[config.mk]
export PLATFORM = sky130hd
export DESIGN_NAME = inst_fifo
export DESIGN_NICKNAME = d
export VERILOG_FILES = /design/src/rtl/inst_fifo.sv
export SDC_FILE = /design/constraint.sdc
export NUM_CORES = 2
export LEC_CHECK = 0
export BUFFER_PORTS_ARGS = -buffer_cell sky130_fd_sc_hd__buf_2
export CORE_UTILIZATION = 50
export CTS_BUF_LIST = sky130_fd_sc_hd__clkbuf_4 sky130_fd_sc_hd__clkbuf_8 sky130_fd_sc_hd__clkbuf_16
export CTS_CLUSTER_SIZE = 12
export DETAILED_ROUTE_END_ITERATION = 6
export GPL_TIMING_DRIVEN = 1
export PLACE_DENSITY = 0.67
export SLEW_MARGIN = 20
export SYNTH_ARGS = -nofsm -noshare
export SYNTH_HDL_FRONTEND = slang
export SYNTH_SLANG_ARGS = --single-unit
[constraint.sdc]
create_clock -name clk -period 7 [get_ports clk]
set_clock_uncertainty 0.15 [all_clocks]
set_input_delay 1.4 -clock clk [delete_from_list [all_inputs] [get_ports clk]]
set_output_delay 1.4 -clock clk [all_outputs]
set_load 0.02 [all_outputs]
[src/rtl/inst_fifo.sv]
// Dual-ported instruction buffer between fetch and dual-issue decode.
// Accepts up to two entries per cycle and shows the two oldest entries.
module inst_fifo #(
    parameter int DEPTH = 16,
    parameter int CNT_W = $clog2(DEPTH) + 1
) (
    input  logic             clk,
    input  logic             rst,
    input  logic             flush,
    input  logic             write_en1,
    input  logic             write_en2,
    input  logic [31:0]      write_inst1,
    input  logic [31:0]      write_inst2,
    input  logic [31:0]      write_pc1,
    input  logic [31:0]      write_pc2,
    input  logic [2:0]       write_exc1,
    input  logic [2:0]       write_exc2,
    input  logic             read_en1,
    input  logic             read_en2,
    output logic             out_valid1,
    output logic             out_valid2,
    output logic [31:0]      out_inst1,
    output logic [31:0]      out_inst2,
    output logic [31:0]      out_pc1,
    output logic [31:0]      out_pc2,
    output logic [2:0]       out_exc1,
    output logic [2:0]       out_exc2,
    output logic             fifo_full,
    output logic             empty,
    output logic [CNT_W-1:0] count
);
    localparam int PTR_W = $clog2(DEPTH);

    typedef struct packed {
        logic [31:0] inst;
        logic [31:0] pc;
        logic [2:0]  exc;
    } entry_t;

    entry_t           mem_q [DEPTH];
    logic [PTR_W-1:0] wr_ptr_q, wr_ptr_d, wr_ptr_nx;
    logic [PTR_W-1:0] rd_ptr_q, rd_ptr_d, rd_ptr_nx;
    logic [CNT_W-1:0] count_q, count_d;
    logic             acc1, acc2, pop1, pop2;
    entry_t           head, head_nx;

    // Acceptance looks only at the registered count: a same-cycle pop frees nothing.
    always_comb begin
        acc1      = write_en1 && (count_q < CNT_W'(DEPTH));
        acc2      = write_en1 && write_en2 && (count_q < CNT_W'(DEPTH - 1));
        pop1      = read_en1 && (count_q != '0);
        pop2      = pop1 && read_en2 && (count_q > CNT_W'(1));
        wr_ptr_nx = wr_ptr_q + PTR_W'(1);
        rd_ptr_nx = rd_ptr_q + PTR_W'(1);
        if (flush) begin
            wr_ptr_d = '0;
            rd_ptr_d = '0;
            count_d  = '0;
        end else begin
            wr_ptr_d = wr_ptr_q + PTR_W'(acc1) + PTR_W'(acc2);
            rd_ptr_d = rd_ptr_q + PTR_W'(pop1) + PTR_W'(pop2);
            count_d  = count_q + CNT_W'(acc1) + CNT_W'(acc2)
                     - CNT_W'(pop1) - CNT_W'(pop2);
        end
    end

    always_ff @(posedge clk or posedge rst) begin
        if (rst) begin
            wr_ptr_q <= '0;
            rd_ptr_q <= '0;
            count_q  <= '0;
        end else begin
            wr_ptr_q <= wr_ptr_d;
            rd_ptr_q <= rd_ptr_d;
            count_q  <= count_d;
        end
    end

    always_ff @(posedge clk) begin
        if (!flush) begin
            if (acc1) mem_q[wr_ptr_q]  <= '{inst: write_inst1, pc: write_pc1, exc: write_exc1};
            if (acc2) mem_q[wr_ptr_nx] <= '{inst: write_inst2, pc: write_pc2, exc: write_exc2};
        end
    end

    always_comb begin
        head       = mem_q[rd_ptr_q];
        head_nx    = mem_q[rd_ptr_nx];
        out_valid1 = (count_q != '0);
        out_valid2 = (count_q > CNT_W'(1));
        out_inst1  = out_valid1 ? head.inst    : '0;
        out_pc1    = out_valid1 ? head.pc      : '0;
        out_exc1   = out_valid1 ? head.exc     : '0;
        out_inst2  = out_valid2 ? head_nx.inst : '0;
        out_pc2    = out_valid2 ? head_nx.pc   : '0;
        out_exc2   = out_valid2 ? head_nx.exc  : '0;
        fifo_full  = (count_q > CNT_W'(DEPTH - 2));
        empty      = (count_q == '0);
        count      = count_q;
    end
endmodule

==> impl_metrics.yaml <==
route:
  wl_per_cell_um: 37.50
  met2_length_um: 95370
  routed-via-count: 40030
  drt-met1-wl_um: 80700
  drtIter0Drc: 5708
  ant_nets: 0
  top_layer: "met5"
  vias_per_cell: 7.195
  dr.pass1.iters: 7
  met3_length_um: 25540
  drc_errors: 60
  finalWirelength_um: 208600
place:
  dpl_cell_area_mm2: 0.06573
  numPortBuffers: 283
  place_congestion: 0.7998
  place_ws_ns: 1.739
  hpwl_um: 109500
clock_network:
  cts_setup_buffers: 0
  cts_buffers: 120
  clkLatencyLatePin_ns: 0.75
  htree_levels: 3
  clockRootBuffer: "clkbuf_16"
  cts.clk_slew.worst_paths_ns: 0.06
  cts.sinks: 1085
  cts_tree: "built"
  cts_resized: 0
  cts_buffer_depth: 3
  cts_hold_buffers: 0
critical_path:
  cp.required_ns: 5.45
  end_kind: "output pin"
  crit_type: "reg -> out"
  crit_path_max_fanout: 46
  cp_cell_sequence: "a21boi_1, o32ai_4, buf_4, a22oi_1, a31oi_1, buf_2"
  slowest_stage: "dfrtp_4"
  cp-start-kind: "register"
  worst-endpoint-arrival_ns: 4.46
  crit_buf_inv: 2
  cp_top_family: "compound AO/OA/AOI/OAI gates"
  max_stage_delay_ns: 1.07
cells_and_area:
  nNetsFinal: 3965
  fillers: 9615
  multi_input_area_mm2: 0.02835
  drive_above_1_share_pct: 56.00
  layout-area-overhead-vs-synth_pct: 11.07
  fin_area_mm2: 0.06971
  regArea_mm2: 0.03252
sta:
  finalSetupViolCount: 0
  min_period_over_period_pct: 85.79
  period_minus_slack_ns: 6.005
  clock.fmax_ghz: 0.1665
  maxSlewViolCount: 0
  rsz0062_at_grt: "no"
  fin_ws_ns: 0.9946
  worst_slew_pin_slew_ns: 1.122
  slew_headroom_pct: 25.17
  finalHoldViolCount: 0
  timing.hold.ws_ns: 0.5467
  finalSetupTns_ns: 0
logic_synthesis:
  ys_ff_latch: 1085
  syn_area_per_cell_um2: 16.72
  async_flop_share_pct: 1.198
  synth-simple-area-share_pct: 0.6440
  yosysSeqAreaShare_pct: 51.81
  synth_warnings: 0
  synth_compound_area_share_pct: 4.940
  yosys.area_share.adder_pct: 0.3589
  synth_top_family_by_area: "multiplexers"
  synth_edf_count: 1072
  synth-xor-area-share_pct: 0.08374
  synthFlopType: "edfxtp_1"
  synthCells: 3754
  yosysUniqueCellTypes: 47
  synth_nets: 3910
  synthesis.area_mm2: 0.06276
  synthMuxAreaShare_pct: 38.47
job:
  drv_cap: 0
power:
  leakage_uw: 0.02168
  peakVddDrop_uv: 321.5
  power_uw: 22550
  powerDensity_mw_per_mm2: 323.5
die:
  die_w_um: 356.3
  start_util_pct: 50.56
  core_area_mm2: 0.1241
  die_h_um: 356.3
  die_area_mm2: 0.1269
  fp-row-count: 129
  io_pins: 284
global_routing:
  grt_pass1_vias: 39880
  grt_util_all_layers_pct: 32.64
  grt_pass1_wl_um: 292900
  grt_max_degree: 141
  grt-ovfl-total: 0
  antenna_found_initial: 31
status:
  violations: "design-rule violations"
  outcome: "finished with violations"
min_path:
  min_path_type: "reg -> reg"
==> where the power goes <==
group          internal [uW]  switching [uW]  leakage, uW  total (uW)
clock network           3690            2680      0.00195        6370
logic                   3690            4920      0.00990        8610
registers               7380             189      0.00983        7570
total                  14800            7790       0.0217       22500
==> registers in the layout (all words and copies together), names as in the netlist <==
| signal | count |
|---|---|
| count | 5 |
| mem_q | 1072 |
| rd_ptr_q | 4 |
| wr_ptr_q | 4 |
==> area by class of cell <==
type / instances / share of cell area, %
flip-flops and latches: 1085 / 46.66
multi-input cells: 2192 / 40.67
clock inverters: 62 / 0.7234
repair buffers: 393 / 3.996
clock buffers: 158 / 4.843
inverters: 17 / 0.09513
diodes: 20 / 0.07180
well taps: 1637 / 2.938
==> cells in the mapped netlist, types with 2 or more instances <==
master | n | area (um2)
mux2_1 | 53 | 596.8
nand2_1 | 4 | 15.01
nor2_1 | 23 | 86.33
nand2b_1 | 7 | 43.79
a21oi_1 | 71 | 355.3
buf_1 | 17 | 63.81
edfxtp_1 | 1072 | 32190
a31oi_1 | 67 | 419.2
a22oi_1 | 201 | 1509
nor2b_1 | 7 | 43.79
xor2_1 | 3 | 26.28
xnor2_1 | 3 | 26.28
clkbuf_1 | 233 | 874.6
nand3_1 | 7 | 35.03
nor2_4 | 4 | 45.04
buf_4 | 35 | 262.8
dfrtp_1 | 13 | 325.3
buf_2 | 147 | 735.7
o21ai_1 | 9 | 45.04
fa_1 | 5 | 100.1
mux4_2 | 536 | 12070
o21ai_0 | 126 | 630.6
or3_1 | 2 | 12.51
o22ai_1 | 16 | 100.1
ha_1 | 10 | 125.1
mux2_2 | 1019 | 11470
buf_6 | 28 | 315.3
and3_1 | 2 | 12.51
inv_1 | 16 | 60.06
==> layout by cell type (no fill, tap or decap), types with 8 or more instances in the layout <==
master,synthesis,routed
nor2_4,4,19
clkbuf_4,0,33
inv_1,16,16
clkinv_2,0,17
clkinv_1,0,33
buf_4,35,68
clkbuf_16,0,125
o22ai_4,0,16
bufinv_16,0,9
dfrtp_1,13,11
a31oi_1,67,67
mux4_2,536,536
nor2_1,23,8
a22oi_1,201,201
o21ai_0,126,126
buf_12,0,38
mux2_1,53,53
ha_1,10,9
o21ai_1,9,9
buf_2,147,283
edfxtp_1,1072,1072
diode_2,0,20
mux2_2,1019,1019
a21oi_1,71,68
==> routing by layer <==
metal | track usage [%] | vias to the layer above
met1 | 45.46 | 21060
met2 | 49.74 | 2717
met5 | 0 | -
met3 | 8.757 | 444
li1 | - | 15800
met4 | 11.05 | 18
==> metrics by stage <==
step	std cells	utilization [%]
floorplan	3754	-
global placement	5320	52.91
detailed placement	5322	52.96
CTS	5542	56.09
global route	5554	56.14
finish	5564	56.16
==> final timing paths <==
kind,to,start,cells past startpoint,slack (ns)
setup / recovery,out_pc2[12],rd_ptr_q[1]$_DFF_PP0_,6,0.99
hold / removal,wr_ptr_q[3]$_DFF_PP0_,wr_ptr_q[1]$_DFF_PP0_,3,0.55
setup reg to reg,mem_q[8][58]$_DFFE_PP_,count[4]$_DFF_PP0_,7,2.76
hold reg to reg,wr_ptr_q[3]$_DFF_PP0_,wr_ptr_q[1]$_DFF_PP0_,3,0.55
max in group asynchronous,rd_ptr_q[1]$_DFF_PP0_,rst,2,5.56
min in group asynchronous,count[4]$_DFF_PP0_,rst,2,0.61
==> cell families (layout without fill, tap and decap cells) <==
| logic type | Yosys count | in the layout |
|---|---|---|
| multiplexers | 1608 | 1608 |
| flip-flops | 1085 | 1085 |
| AO/OA/AOI/OAI | 495 | 495 |
| buffers and inverters | 477 | 630 |
| AND/OR/NAND/NOR | 68 | 68 |
| adder cells (fa/ha/maj) | 15 | 15 |
| XOR/XNOR | 6 | 6 |
| other | 0 | 20 |
==> worst min-delay path, delay by kind of cell, from the launching register on <==
kind / cells / cell delay, ns
XOR/XNOR: 1 / 0.06
AND/OR/NAND/NOR: 2 / 0.17
flip-flops: 1 / 0.42
Note: power is estimated with default switching activity, not from simulation.
